==> config.mk <==
export PLATFORM = sky130hd
export DESIGN_NAME = digit_scan_ctrl
export DESIGN_NICKNAME = d
export VERILOG_FILES = /design/src/rtl/digit_scan_ctrl.sv
export SDC_FILE = /design/constraint.sdc
export NUM_CORES = 1
export LEC_CHECK = 0
export CAP_MARGIN = 5
export CORE_MARGIN = 5
export CORE_UTILIZATION = 30
export CTS_CLUSTER_DIAMETER = 120
export DETAILED_ROUTE_END_ITERATION = 10
export PLACE_DENSITY = 0.51
export SETUP_SLACK_MARGIN = 0.4
export SYNTH_ARGS = -nofsm -noshare
export SYNTH_HDL_FRONTEND = slang
export SYNTH_SLANG_ARGS = --single-unit
==> constraint.sdc <==
create_clock -name clk -period 2.7 [get_ports clk]
set_input_delay 0.405 -clock clk [delete_from_list [all_inputs] [get_ports clk]]
set_output_delay 0.405 -clock clk [all_outputs]
set_load 0.03 [all_outputs]
==> src/rtl/digit_scan_ctrl.sv <==
`default_nettype none
// ============================================================================
//  Module      : digit_scan_ctrl
//  Description : Time-multiplexed scan sequencer for a 4-digit display.
//                Drives the select/enable of a 2-to-4 digit-strobe decoder
//                and presents the selected digit value to the segment path.
//                The digit word is latched once per frame; an optional
//                blanking gap separates consecutive digits.
//  Config      : LEADING_ZERO_BLANK_EN - suppress leading-zero digits
//                (digit 0 is always shown).
//  Revision    : 1.0 - initial release
// ============================================================================
module digit_scan_ctrl #(
  parameter int DWELL_CYC = 50000,
  parameter int BLANK_CYC = 100,
  parameter int CNT_W     = 16
) (
  input  logic        clk,
  input  logic        rst,
  input  logic        run,
  input  logic [15:0] digits,
  output logic [1:0]  sel,
  output logic        dec_en,
  output logic [3:0]  digit_val,
  output logic        frame_done,
  output logic        busy
);

  typedef enum logic [1:0] {
    IDLE  = 2'd0,
    SHOW  = 2'd1,
    BLANK = 2'd2
  } state_t;

  localparam logic [CNT_W-1:0] c_dwell_last = CNT_W'(DWELL_CYC - 1);
  localparam logic [CNT_W-1:0] c_blank_last = CNT_W'(BLANK_CYC - 1);

  state_t           r_state, w_state_nxt;
  logic [CNT_W-1:0] r_cnt, w_cnt_nxt;
  logic [1:0]       r_sel, w_sel_nxt;
  logic [15:0]      r_shadow, w_shadow_nxt;
  logic             r_dec_en, w_dec_en_nxt;
  logic [3:0]       r_digit_val, w_digit_val_nxt;
  logic             r_frame_done, w_frame_done_nxt;
  logic             r_busy, w_busy_nxt;
  logic             w_digit_end;

  // Nibble i of a 16-bit digit word.
  function automatic logic [3:0] nib(input logic [15:0] w, input logic [1:0] i);
    return w[{i, 2'b00} +: 4];
  endfunction

  // Whether digit i of the latched word is strobed while it is selected.
  function automatic logic show_en(input logic [15:0] w, input logic [1:0] i);
`ifdef LEADING_ZERO_BLANK_EN
    case (i)
      2'd0:    return 1'b1;
      2'd1:    return |w[15:4];
      2'd2:    return |w[15:8];
      default: return |w[15:12];
    endcase
`else
    return 1'b1 | (|w) | (|i);
`endif
  endfunction

  // State, counter, shadow word and all outputs are registered here.
  always_ff @(posedge clk) begin
    if (rst) begin
      r_state      <= IDLE;
      r_cnt        <= '0;
      r_sel        <= 2'd0;
      r_shadow     <= 16'h0000;
      r_dec_en     <= 1'b0;
      r_digit_val  <= 4'h0;
      r_frame_done <= 1'b0;
      r_busy       <= 1'b0;
    end else begin
      r_state      <= w_state_nxt;
      r_cnt        <= w_cnt_nxt;
      r_sel        <= w_sel_nxt;
      r_shadow     <= w_shadow_nxt;
      r_dec_en     <= w_dec_en_nxt;
      r_digit_val  <= w_digit_val_nxt;
      r_frame_done <= w_frame_done_nxt;
      r_busy       <= w_busy_nxt;
    end
  end

  // Next-state logic plus the next value of every registered output.
  always_comb begin
    w_state_nxt      = r_state;
    w_cnt_nxt        = r_cnt;
    w_sel_nxt        = r_sel;
    w_shadow_nxt     = r_shadow;
    w_dec_en_nxt     = r_dec_en;
    w_digit_val_nxt  = r_digit_val;
    w_frame_done_nxt = 1'b0;
    w_busy_nxt       = r_busy;
    w_digit_end      = 1'b0;

    case (r_state)
      IDLE: begin
        w_dec_en_nxt = 1'b0;
        w_busy_nxt   = 1'b0;
        if (run) begin
          w_shadow_nxt    = digits;
          w_sel_nxt       = 2'd0;
          w_cnt_nxt       = '0;
          w_state_nxt     = SHOW;
          w_dec_en_nxt    = 1'b1;
          w_digit_val_nxt = digits[3:0];
          w_busy_nxt      = 1'b1;
        end
      end
      SHOW: begin
        if (r_cnt == c_dwell_last) begin
          w_cnt_nxt = '0;
          if (BLANK_CYC > 0) begin
            w_state_nxt  = BLANK;
            w_dec_en_nxt = 1'b0;
          end else begin
            w_digit_end = 1'b1;
          end
        end else begin
          w_cnt_nxt = r_cnt + 1'b1;
        end
      end
      BLANK: begin
        if (r_cnt == c_blank_last) begin
          w_cnt_nxt   = '0;
          w_digit_end = 1'b1;
        end else begin
          w_cnt_nxt = r_cnt + 1'b1;
        end
      end
      default: w_state_nxt = IDLE;
    endcase

    // End of one digit's dwell (and gap): advance, or close the frame.
    if (w_digit_end) begin
      if (r_sel != 2'd3) begin
        w_sel_nxt       = r_sel + 2'd1;
        w_state_nxt     = SHOW;
        w_dec_en_nxt    = show_en(r_shadow, r_sel + 2'd1);
        w_digit_val_nxt = nib(r_shadow, r_sel + 2'd1);
      end else begin
        w_sel_nxt        = 2'd0;
        w_frame_done_nxt = 1'b1;
        if (run) begin
          w_shadow_nxt    = digits;
          w_state_nxt     = SHOW;
          w_dec_en_nxt    = 1'b1;
          w_digit_val_nxt = digits[3:0];
        end else begin
          w_state_nxt  = IDLE;
          w_dec_en_nxt = 1'b0;
          w_busy_nxt   = 1'b0;
        end
      end
    end
  end

  assign sel        = r_sel;
  assign dec_en     = r_dec_en;
  assign digit_val  = r_digit_val;
  assign frame_done = r_frame_done;
  assign busy       = r_busy;

endmodule
`default_nettype wire

==> results of run 1 <==
[worst max path at each step]
| stage | from | endpoint | slack (ns) | depth (start not counted) |
|---|---|---|---|---|
| floorplan | r_cnt[0] | r_shadow[10] | 0.46 | 7 |
| detailed placement | r_cnt[0] | r_shadow[10] | 0.26 | 6 |
| global route | r_cnt[1] | r_shadow[10] | 0.39 | 8 |
| CTS | r_cnt[1] | flop | 0.40 | 7 |
| finish | r_cnt[1] | flop | 0.47 | 7 |
| global placement | r_cnt[0] | r_shadow[6] | 0.33 | 6 |
[through the flow]
stage                     area (sq um)  setup slack [ns]  power (mW)  utilization
final                             2950             0.467        1.55        0.388
after global routing              2950             0.387        1.64        0.388
after CTS                         2900             0.399        1.56        0.382
after detailed placement          2700             0.256        1.04        0.354
after global placement            2700             0.328        1.04        0.354
after floorplan                   2310             0.457       0.942            -
[worst reg2reg max path, stage by stage (launching register included)]
cell,delay (ns)
dfxtp_4,0.38
ha_4,0.14
or4b_4,0.53
or4_4,0.58
nor3_4,0.18
buf_12,0.15
a22oi_1,0.06
a21oi_1,0.15
[per-layer routing]
metal	wire [um]	track usage	share of wire
met1	2570	0.148	0.49
met2	2390	0.168	0.46
met3	212	0.0307	0.041
met4	29	0.0256	0.0056
met5	0	0	0
[state kept, by name, summed over array words and instances (netlist names), named ones only]
register,count
busy,1
dec_en,1
frame_done,1
r_cnt,16
r_shadow,16
r_state,2
sel,2
[placed cells by master (no fill, tap or decap), types with 2 or more instances in the layout]
cell,n
nor2_1,19
inv_1,5
buf_4,11
clkdlybuf4s50_1,27
nand2b_1,34
xor2_1,9
o41ai_4,2
a21oi_1,10
nor4_1,2
clkbuf_8,5
dfxtp_2,2
a31oi_1,2
nand4_1,8
or4b_4,3
mux2i_1,21
mux4_2,4
and4_1,2
xnor2_1,4
nand4b_1,2
nand2_1,10
nand3_1,10
or3_1,5
buf_12,3
ha_1,5
a22oi_1,5
dfxtp_1,40
nor3_1,3
[final cells by class]
| cell class | count | area, sq um |
|---|---|---|
| clock inverters | 1 | 30.0 |
| flip-flops and latches | 43 | 867 |
| multi-input cells | 179 | 1410 |
| clock buffers | 6 | 72.6 |
| inverters | 5 | 18.8 |
| fillers | 782 | 4650 |
| well taps | 102 | 128 |
| repair buffers | 42 | 424 |
[power breakdown]
part / switching [mW] / internal, mW
Sequential: 0.0272 / 0.677
Clock: 0.214 / 0.271
Combinational: 0.180 / 0.180
Total: 0.421 / 1.13
[logic make-up (layout without fill, tap and decap cells)]
family,after synthesis,after routing,synth area share
simple gates,108,108,0.289
flops,43,43,0.373
compound gates,27,27,0.0905
mux,25,25,0.130
buf+inv,17,54,0.0357
xor+xnor,13,13,0.0493
fa+ha+maj,6,6,0.0325
[repair_timing]
item                                    CTS  global route
pin swaps                                 3             6
buffers inserted                          6             2
hold endpoints to repair                  0             0
gates resized for setup                   5             6
endpoints found under the setup margin   33            33
==> results_dict.tcl, run 1 <==
set metrics [dict create \
    cts_max_path_buffers 2 \
    numClockSinks 43 \
    finalSetupTns_ns 0 \
    hold_ws_ns 0.476 \
    drt_iter0_drc 94 \
    grt_use_total 0.108 \
    yosysUniqueCellTypes 45 \
    start_util 0.304 \
    place.detailed.hpwl_um 3590 \
    grt_max_degree 26 \
    avgSynthCellArea_sq_um 9.66 \
    cts_buffers 5 \
    antenna_cells 0 \
    worstHoldEndpoint "r_shadow[3]" \
    wire_per_inst_um 13.7 \
    cts_tree "yes" \
    ant_nets 0 \
    cp.arrival_ns 2.46 \
    crit_type "reg2reg" \
    hold_path.class "reg2reg" \
    grt_pass1_wl_um 8520 \
    vdd_drop_max_uv 190 \
    r2r_cells 7 \
    firstDrtPassIters 4 \
    grt_pass1_vias 1754 \
    path_delay_family "simple AND/OR/NAND/NOR gates" \
    reg2reg_slack_ns 0.47 \
    synth.area.top_cells "dfxtp_1 (37%), nand2b_1 (9.2%), mux2i_1 (9.1%)" \
    num_rows 32 \
    drc 0 \
    slowest_stage "or4_4" \
    finalWeightedCongestion 0.791 \
    syn-cell-area_sq_um 2310 \
    grt_setup_unrepaired "no" \
    ios 28 \
    area_growth_pct 27.9 \
    synthTopCellsByCount "dfxtp_1 (43), nand2b_1 (34), mux2i_1 (21)" \
    cts-hold-fix-buffers 0 \
    synth_top_area_frac 0.373 \
    max_freq_mhz 448 \
    setup_viol 0 \
    cts_root_buffer "clkbuf_8" \
    synth_most_common_cell "dfxtp_1" \
    leakagePower_nw 1.04 \
    drive_above_1_share 0.156 \
    ys_seq_area_frac 0.373 \
    syn_inst 239 \
    max-cap-violations 0 \
    period_needed_ns 2.23 \
    yosys.area.top_type "dfxtp_1" \
    hold_path_depth 2 \
    reg2reg_from "r_cnt[1]" \
    async_reset_ff_frac 0 \
    nets 301 \
    skew_ns 0.0115 \
    synth_edf_count 0 \
    clk_pin_slew_worst_paths_ns 0.08 \
    ys.warnings.count 0 \
    finalHoldViolCount 0 \
    critPathLaunchType "flop" \
    die_y_um 97.7 \
    synth_nets 264 \
    slew_headroom 0.683 \
    p_per_area_nw_per_um2 524 \
    ys_ff_latch 43 \
    critPathMaxStageDelay_ns 0.58 \
    vias 1802 \
    antenna_found_initial 0 \
    vias_per_cell 4.77 \
    required_ns 2.92 \
    dp.cells 363 \
    cp_num_buf_inv 1 \
    worstPathCellList "ha_4, or4b_4, or4_4, nor3_4, buf_12, a22oi_1, a21oi_1" \
    path_max_fanout 9 \
    status "completed" \
    overflow 0 \
    die_w_um 97.7 \
    worstMarginPinSlew_ns 0.475 \
    drv_slew 0 \
    place.port_buffers 27 \
    synthFlopType "dfxtp_1" \
    htree_levels 2 \
    core-area_sq_um 7610 \
    die_area_sq_um 9550 \
    crit_path_end_kind "flop" \
    clkLatencyLatePin_ns 0.29 \
    finalCritPeriodShare 0.827 \
    fin_cells 378 \
    hold_path.startpoint "r_shadow[3]" \
    drt-total-wl_um 5190 \
]
Power figures use the tool's default switching activity.
==> run 2, diff against run 1 <==
--- a/config.mk
+++ b/config.mk
@@ -10,7 +10,7 @@
 export CORE_UTILIZATION = 30
 export CTS_CLUSTER_DIAMETER = 120
 export DETAILED_ROUTE_END_ITERATION = 10
-export PLACE_DENSITY = 0.51
+export PLACE_DENSITY = 0.53
 export SETUP_SLACK_MARGIN = 0.4
 export SYNTH_ARGS = -nofsm -noshare
 export SYNTH_HDL_FRONTEND = slang
==> constraint.sdc (replaced) <==
create_clock -name clk -period 1.9 [get_ports clk]
set_input_delay 0.285 -clock clk [delete_from_list [all_inputs] [get_ports clk]]
set_output_delay 0.285 -clock clk [all_outputs]
set_load 0.03 [all_outputs]
==> run 2 against run 1 <==
The flow now finishes with violations (negative setup slack). Clock power increased by 24%. Critical path depth increased by 3. Non-clock buffer count increased by 32. Sequential share of layout area decreased by 3.7 points. Setup slack got worse by 0.79 ns. Clock skew decreased by 0.00079 ns. Fmax increased by 0.53%. Global-route usage increased by 1.3 points. Die area unchanged. Register-to-register slack got worse by 0.79 ns.
==> results_dict.tcl, run 2 (synthesis gave the netlist of run 1 again) <==
set metrics [dict create \
    cts_max_path_buffers 2 \
    core-area_sq_um 7610 \
    setup_viol 41 \
    largestRegisters "r_cnt (16), r_shadow (16)" \
    hold_path.class "reg2reg" \
    required_ns 2.09 \
    critical_path.most_common_cell "buf_6" \
    antenna_found_initial 0 \
    max-cap-violations 0 \
    critPathMaxStageDelay_ns 0.50 \
    place.detailed.hpwl_um 3920 \
    worstPathCellList "ha_4, or4b_4, buf_6, o41ai_2, buf_4, a21boi_4, o21bai_4, buf_6, buf_16, nor2_1" \
    drt-total-wl_um 5740 \
    grt_pass1_wl_um 9640 \
    clkLatencyLatePin_ns 0.29 \
    worstMarginPinSlew_ns 0.473 \
    place.port_buffers 27 \
    numClockSinks 43 \
    path_delay_family "buffers and inverters" \
    path_max_fanout 7 \
    p_per_area_nw_per_um2 665 \
    drive_above_1_share 0.311 \
    critPathLaunchType "flop" \
    grt_pass1_vias 2022 \
    nets 334 \
    grt_use_total 0.120 \
    cp.arrival_ns 2.42 \
    start_util 0.304 \
    drt_iter0_drc 53 \
    htree_levels 2 \
    area_growth_pct 45.9 \
    finalSetupTns_ns -10.57 \
    antenna_cells 0 \
    vias_per_cell 4.79 \
    vias 1970 \
    crit_type "reg2reg" \
    leakagePower_nw 1.26 \
    clk_pin_slew_worst_paths_ns 0.08 \
    period_needed_ns 2.22 \
    slew_headroom 0.685 \
    crit_path_end_kind "flop" \
    skew_ns 0.0107 \
    drv_slew 0 \
    cp_num_buf_inv 4 \
    ios 28 \
    finalWeightedCongestion 0.740 \
    ant_nets 0 \
    die_y_um 97.7 \
    drc 0 \
    violations "negative setup slack" \
    setup_slack_ns -0.322 \
    dp.cells 392 \
    fin_cells 411 \
    firstDrtPassIters 4 \
    cts_tree "yes" \
    hold_ws_ns 0.475 \
    vdd_drop_max_uv 309 \
    final_common_cell "dfxtp_1" \
    max_freq_mhz 450 \
    utilization 0.443 \
    power.total_mw 2.24 \
    status "finished, violations left" \
    finalCritPeriodShare 1.17 \
    cts_buffers 5 \
    wire_per_inst_um 14.0 \
    die_w_um 97.7 \
    overflow 0 \
    num_rows 32 \
    grt_setup_unrepaired "yes" \
    finalHoldViolCount 0 \
    slowest_stage "or4b_4" \
    cts_root_buffer "clkbuf_8" \
    grt_max_degree 28 \
    final_cell_mix "dfxtp_1 (41), nand2b_1 (34), buf_4 (34)" \
    die_area_sq_um 9550 \
]
run 2: cell types whose count changed in the layout (fill, tap and decap cells not counted), moves of 3 or more:
cell,delta
a21oi_1,-4
dlygate4sd2_1,+9
clkdlybuf4s50_1,-9
nand3_1,-4
nand3_4,+3
buf_4,+23
nor2_1,-3
a21oi_2,+3
buf_6,+8
run 2: area by class of cell:
| class | instances | area (sq um) |
|---|---|---|
| fill | 784 | 4240 |
| multi-input combinational | 180 | 1560 |
| sequential | 43 | 863 |
| timing repair buffer | 74 | 708 |
| tap | 102 | 128 |
| clock buffer | 6 | 82.6 |
| inverter | 5 | 18.8 |
| clock inverter | 1 | 5.00 |
run 2: path summary, 6_finish.rpt:
check / startpoint / to / slack, ns / cells after the start
setup reg to reg: r_cnt[0] / r_cnt[10] / -0.32 / 10
hold / removal: r_shadow[10] / r_shadow[10] / 0.47 / 2
setup / recovery: r_cnt[0] / r_cnt[10] / -0.32 / 10
hold reg to reg: r_shadow[10] / r_shadow[10] / 0.47 / 2
run 2: per-stage QoR:
step | worst slack [ns] | cell area, sq um
after floorplan | -0.304 | 2350
after global placement | -0.318 | 2980
after global routing | -0.405 | 3370
final | -0.322 | 3370
after CTS | -0.303 | 3160
after detailed placement | -0.377 | 2980
run 2: timing repair:
| item | 4_1_cts | 5_1_grt |
|---|---|---|
| cloned | 2 | 1 |
| buffers inserted | 5 | 4 |
| gates resized for setup | 14 | 34 |
| pin swaps | 5 | 17 |
| setup endpoints to repair | 52 | 43 |
| hold buffers | 0 | 0 |
run 2: where the power goes:
part           internal (mW)  switching [mW]  leakage [nW]  total [mW]
clock network          0.286           0.313        0.0470       0.599
registers              0.963          0.0403         0.352        1.00
logic                  0.333           0.304         0.865       0.637
total                   1.58           0.658          1.26        2.24
run 2: routing by layer:
metal	vias to the layer above	global-route usage	wire, um
met5	-	0	0
li1	989	-	-
met1	944	0.156	2620
met2	34	0.207	2930
met4	0	0.0288	25
met3	3	0.0243	174
run 2: tightest hold or removal path, cell delays in order (launching register included):
cell      delay (ns)
dfxtp_1         0.32
nand2b_1        0.06
mux2i_1         0.05
